## src/rtl/md5_pkg.sv

```systemverilog
// Shared MD5 definitions: padder FSM states, pad image modes, block geometry
// constants and the byte bit-reverse helper that the block core also uses.
package md5_pkg;

  localparam int         MD5_BLOCK_BYTES = 64;
  localparam int         MD5_LEN_OFFSET  = 56;
  localparam logic [7:0] MD5_PAD_BYTE    = 8'h80;

  typedef enum logic [1:0] {
    FILL,
    PAD,
    EMIT,
    EXTRA
  } pad_state_e;

  // What the pad builder lays over the buffered bytes
  typedef enum logic [2:0] {
    PM_PASS,      // buffer as-is (full data block)
    PM_FINAL,     // 0x80 at c, zero fill, length in bytes 56..63
    PM_TERM,      // 0x80 at c, zero fill to end, length goes in an extra block
    PM_EXTRA_80,  // extra block that still needs the terminator at byte 0
    PM_EXTRA      // extra block, terminator already sent
  } pad_mode_e;

  function automatic logic [7:0] md5_bitrev8(input logic [7:0] b);
    logic [7:0] r;
    for (int i = 0; i < 8; i++) r[i] = b[7-i];
    return r;
  endfunction

endpackage

```

## src/rtl/md5_pad_builder.sv

```systemverilog
// Combinational builder of the padded 64-byte block image from the buffered
// bytes, the fill count c and the running bit length.
module md5_pad_builder
  import md5_pkg::*;
#(
  parameter int LEN_W = 64
) (
  input  logic [MD5_BLOCK_BYTES-1:0][7:0] mem_i,
  input  logic [6:0]                      c_i,
  input  logic [LEN_W-1:0]                len_i,
  input  pad_mode_e                       mode_i,
  output logic [MD5_BLOCK_BYTES-1:0][7:0] img_o
);

  logic [7:0][7:0] len_b;

  // Length field is always 64 bits wide; narrow test counters zero-fill the top
  always_comb begin
    len_b              = '0;
    len_b[LEN_W/8-1:0] = len_i;
  end

  // Per-byte select between data, terminator, zero fill and length bytes
  always_comb begin
    img_o = '0;
    for (int k = 0; k < MD5_BLOCK_BYTES; k++) begin
      unique case (mode_i)
        PM_PASS:  img_o[k] = mem_i[k];
        PM_FINAL: begin
          if (7'(k) < c_i)            img_o[k] = mem_i[k];
          else if (7'(k) == c_i)      img_o[k] = MD5_PAD_BYTE;
          else if (k >= MD5_LEN_OFFSET) img_o[k] = len_b[3'(k)];
          else                        img_o[k] = 8'h00;
        end
        PM_TERM: begin
          if (7'(k) < c_i)            img_o[k] = mem_i[k];
          else if (7'(k) == c_i)      img_o[k] = MD5_PAD_BYTE;
          else                        img_o[k] = 8'h00;
        end
        PM_EXTRA_80, PM_EXTRA: begin
          if (k >= MD5_LEN_OFFSET)    img_o[k] = len_b[3'(k)];
          else if (k == 0 && mode_i == PM_EXTRA_80) img_o[k] = MD5_PAD_BYTE;
          else                        img_o[k] = 8'h00;
        end
        default:  img_o[k] = 8'h00;
      endcase
    end
  end

endmodule

```

## src/rtl/md5_msg_padder.sv

```systemverilog
// MD5 message padder: byte stream in, padded 512-bit blocks out with
// first/last flags for the block core.
// Build option: MD5_PAD_BITREV_EN bit-reverses every output byte lane so the
// block core can consume blk_data directly; default is natural bit order.
module md5_msg_padder
  import md5_pkg::*;
#(
  parameter int LEN_W = 64
) (
  input  logic         clk,
  input  logic         reset_n,
  input  logic [7:0]   in_data,
  input  logic         in_valid,
  input  logic         in_last,
  input  logic         in_empty,
  output logic         in_ready,
  output logic [511:0] blk_data,
  output logic         blk_valid,
  input  logic         blk_ready,
  output logic         blk_first,
  output logic         blk_last
);

  pad_state_e                       state_q, state_d;
  logic [6:0]                       idx_q, idx_d;
  logic [LEN_W-1:0]                 len_q, len_d;
  logic [MD5_BLOCK_BYTES-1:0][7:0]  mem_q, mem_d;
  logic [MD5_BLOCK_BYTES-1:0][7:0]  blk_q, blk_d;
  logic                             blk_first_q, blk_first_d;
  logic                             blk_last_q, blk_last_d;
  logic                             first_pend_q, first_pend_d;
  logic                             need_extra_q, need_extra_d;
  logic                             term_done_q, term_done_d;

  pad_mode_e                        mode;
  logic [MD5_BLOCK_BYTES-1:0][7:0]  img;

  // The builder sees the buffer including this cycle's byte, so byte 63 can
  // be captured into the output block on the same edge it is accepted.
  md5_pad_builder #(.LEN_W(LEN_W)) u_builder (
    .mem_i  (mem_d),
    .c_i    (idx_q),
    .len_i  (len_q),
    .mode_i (mode),
    .img_o  (img)
  );

  // Next-state: buffer fill, padding decisions and output handshake
  always_comb begin
    state_d      = state_q;
    idx_d        = idx_q;
    len_d        = len_q;
    mem_d        = mem_q;
    blk_d        = blk_q;
    blk_first_d  = blk_first_q;
    blk_last_d   = blk_last_q;
    first_pend_d = first_pend_q;
    need_extra_d = need_extra_q;
    term_done_d  = term_done_q;
    mode         = PM_PASS;

    unique case (state_q)
      FILL: begin
        if (in_valid) begin
          if (!in_empty) begin
            mem_d[idx_q[5:0]] = in_data;
            idx_d             = idx_q + 7'd1;
            len_d             = len_q + LEN_W'(8);
          end
          if (in_last) begin
            state_d = PAD;
          end else if (!in_empty && idx_q == 7'd63) begin
            state_d      = EMIT;
            blk_d        = img;
            blk_first_d  = first_pend_q;
            blk_last_d   = 1'b0;
            need_extra_d = 1'b0;
          end
        end
      end
      PAD: begin
        state_d     = EMIT;
        blk_first_d = first_pend_q;
        if (idx_q <= 7'd55) begin
          mode         = PM_FINAL;
          blk_last_d   = 1'b1;
          need_extra_d = 1'b0;
        end else if (idx_q <= 7'd63) begin
          // No room for the length: terminator now, length in an extra block
          mode         = PM_TERM;
          blk_last_d   = 1'b0;
          need_extra_d = 1'b1;
          term_done_d  = 1'b1;
        end else begin
          // Buffer exactly full: send data, terminator goes in the extra block
          mode         = PM_PASS;
          blk_last_d   = 1'b0;
          need_extra_d = 1'b1;
          term_done_d  = 1'b0;
        end
        blk_d = img;
      end
      EMIT: begin
        if (blk_ready) begin
          first_pend_d = blk_last_q;
          if (need_extra_q) begin
            state_d = EXTRA;
          end else begin
            state_d = FILL;
            idx_d   = '0;
            if (blk_last_q) len_d = '0;
          end
        end
      end
      EXTRA: begin
        mode         = term_done_q ? PM_EXTRA : PM_EXTRA_80;
        blk_d        = img;
        blk_first_d  = first_pend_q;
        blk_last_d   = 1'b1;
        need_extra_d = 1'b0;
        state_d      = EMIT;
      end
      default: state_d = FILL;
    endcase
  end

  // State and datapath registers; reset discards any partial message
  always_ff @(posedge clk or negedge reset_n) begin
    if (!reset_n) begin
      state_q      <= FILL;
      idx_q        <= '0;
      len_q        <= '0;
      mem_q        <= '0;
      blk_q        <= '0;
      blk_first_q  <= 1'b0;
      blk_last_q   <= 1'b0;
      first_pend_q <= 1'b1;
      need_extra_q <= 1'b0;
      term_done_q  <= 1'b0;
    end else begin
      state_q      <= state_d;
      idx_q        <= idx_d;
      len_q        <= len_d;
      mem_q        <= mem_d;
      blk_q        <= blk_d;
      blk_first_q  <= blk_first_d;
      blk_last_q   <= blk_last_d;
      first_pend_q <= first_pend_d;
      need_extra_q <= need_extra_d;
      term_done_q  <= term_done_d;
    end
  end

  assign in_ready  = (state_q == FILL);
  assign blk_valid = (state_q == EMIT);
  assign blk_first = blk_first_q;
  assign blk_last  = blk_last_q;

  // Output byte-lane mapping
  for (genvar k = 0; k < MD5_BLOCK_BYTES; k++) begin : g_lane
`ifdef MD5_PAD_BITREV_EN
    assign blk_data[8*k +: 8] = md5_bitrev8(blk_q[k]);
`else
    assign blk_data[8*k +: 8] = blk_q[k];
`endif
  end

endmodule

```

## config.mk

```make
export PLATFORM = sky130hd
export DESIGN_NAME = md5_msg_padder
export DESIGN_NICKNAME = d
export VERILOG_FILES = /design/src/rtl/md5_pkg.sv /design/src/rtl/md5_pad_builder.sv /design/src/rtl/md5_msg_padder.sv
export SDC_FILE = /design/constraint.sdc
export NUM_CORES = 2
export LEC_CHECK = 0
export ABC_CLOCK_PERIOD_IN_PS = 2800
export CORE_ASPECT_RATIO = 1.25
export CORE_MARGIN = 5
export CORE_UTILIZATION = 40
export CTS_CLUSTER_DIAMETER = 150
export DETAILED_ROUTE_END_ITERATION = 10
export SLEW_MARGIN = 40
export SYNTH_ARGS = -nofsm -noshare
export SYNTH_HDL_FRONTEND = slang
export SYNTH_SLANG_ARGS = --single-unit
```

## constraint.sdc

```tcl
create_clock -name clk -period 2.8 [get_ports clk]
set_input_delay 0.56 -clock clk [delete_from_list [all_inputs] [get_ports clk]]
set_output_delay 0.56 -clock clk [all_outputs]
set_load 0.02 [all_outputs]
```

==> impl_summary.md <==
Placed design
The number of port buffers is 529. Once detailed placement completed, the half-perimeter wirelength came to 103000 um. The final weighted congestion of routability-driven global placement is 0.927. Including well taps, the total number of placed cells is 5416. After detailed placement, the total cell area comes to 52500 um^2.

Synthesis
The number of nets in the synthesized netlist is 3372. Summing the areas of all and, or, nand and nor instances in the mapped netlist gives 6.98% of the synthesized area. The adder-cell area share of the yosys netlist is 0.147%. The proportion of synthesized chip area in sequential cells is 62.7%. The count of unique library cells instantiated by Yosys is 75. The synthesized netlist devotes 13.0% of its cell area to compound gates. Dividing the synthesized area by the synthesized cell count gives 12.7 um^2.

The number of warnings reported in the yosys synthesis log is 0. The main combinational cell family by area after synthesis is multiplexers. After synthesis the netlist holds a flip-flop and latch count of 1067. The number of enable flip-flop cells after synthesis is 0. The xor/xnor cell area share of the yosys netlist is 0.329%. The share of synthesized registers carrying an async set or reset is 100%. Synthesis produced a netlist whose cell count is 3353.

The most instantiated flip-flop cell in the synthesis netlist is sky130_fd_sc_hd__dfrtp_1. The portion of synthesized area spent on multiplexers is 13.2%. The synthesized area is 42600 um^2.

STA
For the final database, setup skew stands at 0.0303 ns. The count of final max-slew check failures is 0. The highest attainable clock frequency is 363 MHz. Setup repair after global routing left no endpoint under its margin. For the finished layout, the period the worst path requires is 2.75 ns. The share of the clock period used by the worst path after layout is 98.3%.

The actual transition at the worst max-transition pin is 0.846 ns. The number of failing hold endpoints at the final stage is 0. Measured against its own limit, the worst slew margin works out to 43.6%. Setup violations remaining at the end of the flow were counted as 0.

Power and ir drop
Internal power comes to 0.0314 W. For this design the ratio of total power to cell area is 802 nW/um^2. The switching share of power is 30.6%. Of the total power, combinational logic draws 23.5%. The reported net switching power is 0.0139 W. Across the VDD grid, the largest voltage drop is 593 uV. The portion of total power attributed to sequential cells is 41.8%. The clock share of power is 34.6%.

The static leakage is 27.7 nW.

Clock network
The depth of the CTS H-tree is 3. The clock tree from TritonCTS is yes. The root cell of the clock tree is sky130_fd_sc_hd__clkbuf_16. For the worst-skew pair, the clock arrives at the later sink with an insertion delay of 0.69 ns. The clock slew seen by the registers of the worst setup and hold paths is 0.07 ns. The buffer depth of the longest clock path is 3. The count of clock tree sinks is 1067.

The TritonCTS buffer count is 106.

Drt
The DRC marker count from the first detailed-route iteration is 2276. After detailed routing, the number of remaining DRC violations is 0. In the final routed layout, each cell accounts on average for 25.8 um. The final antenna-violating net count is 0.

The first TritonRoute pass finished after 6 iterations. Using the TritonRoute via totals, the vias-per-cell ratio works out to 5.48. The total via count after detailed routing is 30800. The final layout contains routed wiring with a total length of 145000 um.

Job
The tool flagged a number of max-cap violations equal to 0.

Setup path
The cell with the biggest individual delay on the critical path is sky130_fd_sc_hd__nor3_1. Counting both buffers and inverters, the worst setup path holds a total of 1. The kind of start point of the critical path is a flip-flop. The delay contributed by the slowest stage of the critical path is 0.61 ns. Traced cell by cell, the critical path runs through ha_2 > and3b_1 > a41oi_1 > buf_4 > nand2_1 > nor3_1 > a221o_1. The beginning of the worst register-to-register path is idx_q[1]$_DFFE_PN0P_. The register-to-register setup slack is 0.05 ns. In this run the critical register-to-register path is captured at blk_data[287]$_DFFE_PN0P_. The critical path is of the flip-flop to flip-flop type. The worst endpoint data arrival time is 3.37 ns. The category of cells accounting for the largest share of critical-path delay is simple AND/OR/NAND/NOR gates. The count of cells along the worst register-to-register path is 7. Of all nets on the critical path, the largest fanout is 9. STA puts the critical path data required time at 3.42 ns. The endpoint kind of the worst setup timing path is a flip-flop.

Global routing
Entering global routing, the biggest net connects 109 pins. The number of global-route vias before repair is 31900. Global routing finished with a remaining overflow of 0.

The number of antenna violations at the first check in global routing is 5. The aggregate global-route resource usage is 25.3%. The first-pass GRT wire length is 216000 um.

Cells and area
The fraction of final layout cells sized beyond drive strength 1 is 23.4%. For this run, the post-layout net count is 4127. From synthesis to final layout, the design area changed by 32.6%. The finished cells cover 56500 um^2. The count of placed standard cells in the final layout, fillers left out is 5617.

Floorplanning
The die height is 375 um. The die area is 113000 um^2. The boundary pin count is 530. Row generation in the floorplan step produced 133 rows. The standard cell core area is 106000 um^2.

The die is 302 um wide. The effective utilization at floorplan is 40.3%.

Hold path
The sink of the worst hold path is mem_q[434]$_DFF_PN0_. The class of the most critical hold timing path is input pin to flip-flop. The cell depth of the worst min-delay path is 2.

The startpoint identified for the worst hold timing path is in_data[2].

Run status
The flow ran to the end, and the final reports show no timing, DRC or antenna violations.
## cell usage in the layout, fill, tap and decap left out, types with 16 or more instances in the layout
cell and n:
sky130_fd_sc_hd__dfrtp_1 1066, sky130_fd_sc_hd__clkdlybuf4s50_1 518, sky130_fd_sc_hd__mux2_2 363, sky130_fd_sc_hd__nand2_1 311
sky130_fd_sc_hd__buf_4 266, sky130_fd_sc_hd__o21ai_0 197, sky130_fd_sc_hd__inv_1 162, sky130_fd_sc_hd__mux2i_1 150
sky130_fd_sc_hd__a32o_1 140, sky130_fd_sc_hd__a22o_1 125, sky130_fd_sc_hd__clkbuf_16 107, sky130_fd_sc_hd__nor2_1 101
sky130_fd_sc_hd__buf_12 92, sky130_fd_sc_hd__o211ai_1 65, sky130_fd_sc_hd__a21oi_1 43, sky130_fd_sc_hd__nand3_1 31
sky130_fd_sc_hd__clkbuf_8 24, sky130_fd_sc_hd__nor3_1 19, sky130_fd_sc_hd__o21a_1 18, sky130_fd_sc_hd__bufinv_16 18
sky130_fd_sc_hd__a221oi_1 17, sky130_fd_sc_hd__clkbuf_1 17, sky130_fd_sc_hd__a32oi_1 16, sky130_fd_sc_hd__xnor2_1 16
## Yosys cell counts, types with 9 or more instances
library cell,n,share of area [%]
sky130_fd_sc_hd__dfrtp_1,1066,63
sky130_fd_sc_hd__mux2_2,363,9.6
sky130_fd_sc_hd__nand2_1,312,2.8
sky130_fd_sc_hd__o21ai_0,198,2.3
sky130_fd_sc_hd__clkbuf_1,170,1.5
sky130_fd_sc_hd__inv_1,162,1.4
sky130_fd_sc_hd__mux2i_1,150,3.5
sky130_fd_sc_hd__a32o_1,140,3.3
sky130_fd_sc_hd__a22o_1,125,2.6
sky130_fd_sc_hd__nor2_1,103,0.91
sky130_fd_sc_hd__o211ai_1,65,1.1
sky130_fd_sc_hd__a21oi_1,45,0.53
sky130_fd_sc_hd__buf_2,32,0.38
sky130_fd_sc_hd__nand3_1,31,0.36
sky130_fd_sc_hd__buf_1,28,0.25
sky130_fd_sc_hd__nor3_1,20,0.24
sky130_fd_sc_hd__o21a_1,19,0.34
sky130_fd_sc_hd__a221oi_1,17,0.35
sky130_fd_sc_hd__a32oi_1,16,0.33
sky130_fd_sc_hd__o21ai_1,16,0.19
sky130_fd_sc_hd__xnor2_1,16,0.33
sky130_fd_sc_hd__a21o_1,14,0.25
sky130_fd_sc_hd__nand2b_1,14,0.21
sky130_fd_sc_hd__nor4_1,14,0.21
sky130_fd_sc_hd__o31ai_1,13,0.23
sky130_fd_sc_hd__or3_1,13,0.19
sky130_fd_sc_hd__a31oi_1,11,0.16
sky130_fd_sc_hd__and3_1,11,0.16
sky130_fd_sc_hd__a22oi_1,10,0.18
sky130_fd_sc_hd__nand3_2,10,0.24
sky130_fd_sc_hd__a31o_2,9,0.19
sky130_fd_sc_hd__nor2_2,9,0.13
## sequential cells by signal, indices dropped and copies added, names as in the netlist
name,count
blk_data,512
blk_first,1
blk_last,1
first_pend_q,1
idx_q,7
len_q,29
mem_q,512
need_extra_q,1
state_q,2
term_done_q,1
## power by group through the flow
| stage | clock, W | sequential (W) | combinational (W) |
|---|---|---|---|
| after detailed placement | 0 | 0.0192 | 0.0106 |
| after global routing | 0.0166 | 0.0191 | 0.0114 |
| after CTS | 0.0160 | 0.0189 | 0.0107 |
| final | 0.0157 | 0.0189 | 0.0107 |
| after global placement | 0 | 0.0191 | 0.0105 |
| after floorplan | 0 | 0.0202 | 0.00367 |
## area by class of cell
cell class                 count  area [um^2]
inverter                     163          612
timing repair buffer         881         9070
tap                         1417         1770
clock buffer                 148         3070
antenna                        3         7.51
clock inverter                49          813
multi-input combinational   1889        14400
fill                        9207        49000
sequential                  1067        26700
## cells by family after synthesis
group / count (synthesis)
AOI/OAI and AO/OA: 741
adders and majority gates: 5
buffers and inverters: 397
xor gates and xnor gates: 16
DFF: 1067
muxes: 514
and+or+nand+nor: 613
## layer usage
metal / GRT usage (%) / share of wire [%] / up-vias
met4: 10.3 / 4.5 / 2
met5: 0 / 0.0048 / -
met2: 40.5 / 47 / 952
met3: 6.35 / 7.2 / 243
met1: 33.1 / 41 / 16000
li1: - / - / 13500
## stage by stage
step                utilization [%]  worst slack [ns]  hold WS [ns]  total power, W  TNS [ns]
floorplan                         -             0.292         0.264          0.0239         0
global placement               49.8            -0.322         0.455          0.0296    -93.01
detailed placement             49.8            -0.347         0.460          0.0298   -107.97
CTS                            53.5            0.0111         0.256          0.0456         0
global route                   53.5           0.00746         0.277          0.0471         0
finish                         53.5            0.0479         0.298          0.0452         0
## what timing repair did
action / 4_1_cts / 5_1_grt
endpoints found under the setup margin: 31 / 25
gates resized for setup: 6 / 3
setup buffers: 0 / 0
hold endpoints to repair: 35 / 0
hold buffers: 1 / 0
## worst max path at each step
stage | slack [ns] | depth (start not counted) | to | startpoint
finish | 0.05 | 7 | blk_data[287]$_DFFE_PN0P_ | idx_q[1]$_DFFE_PN0P_
global route | 0.007 | 8 | blk_data[96]$_DFFE_PN0P_ | idx_q[0]$_DFFE_PN0P_
CTS | 0.01 | 7 | blk_data[82]$_DFFE_PN0P_ | idx_q[1]$_DFFE_PN0P_
detailed placement | -0.35 | 7 | blk_data[501]$_DFFE_PN0P_ | in_valid
global placement | -0.32 | 7 | blk_data[501]$_DFFE_PN0P_ | in_valid
floorplan | 0.29 | 6 | blk_data[239]$_DFFE_PN0P_ | in_empty
No activity file was read; power rests on OpenSTA's default activity.
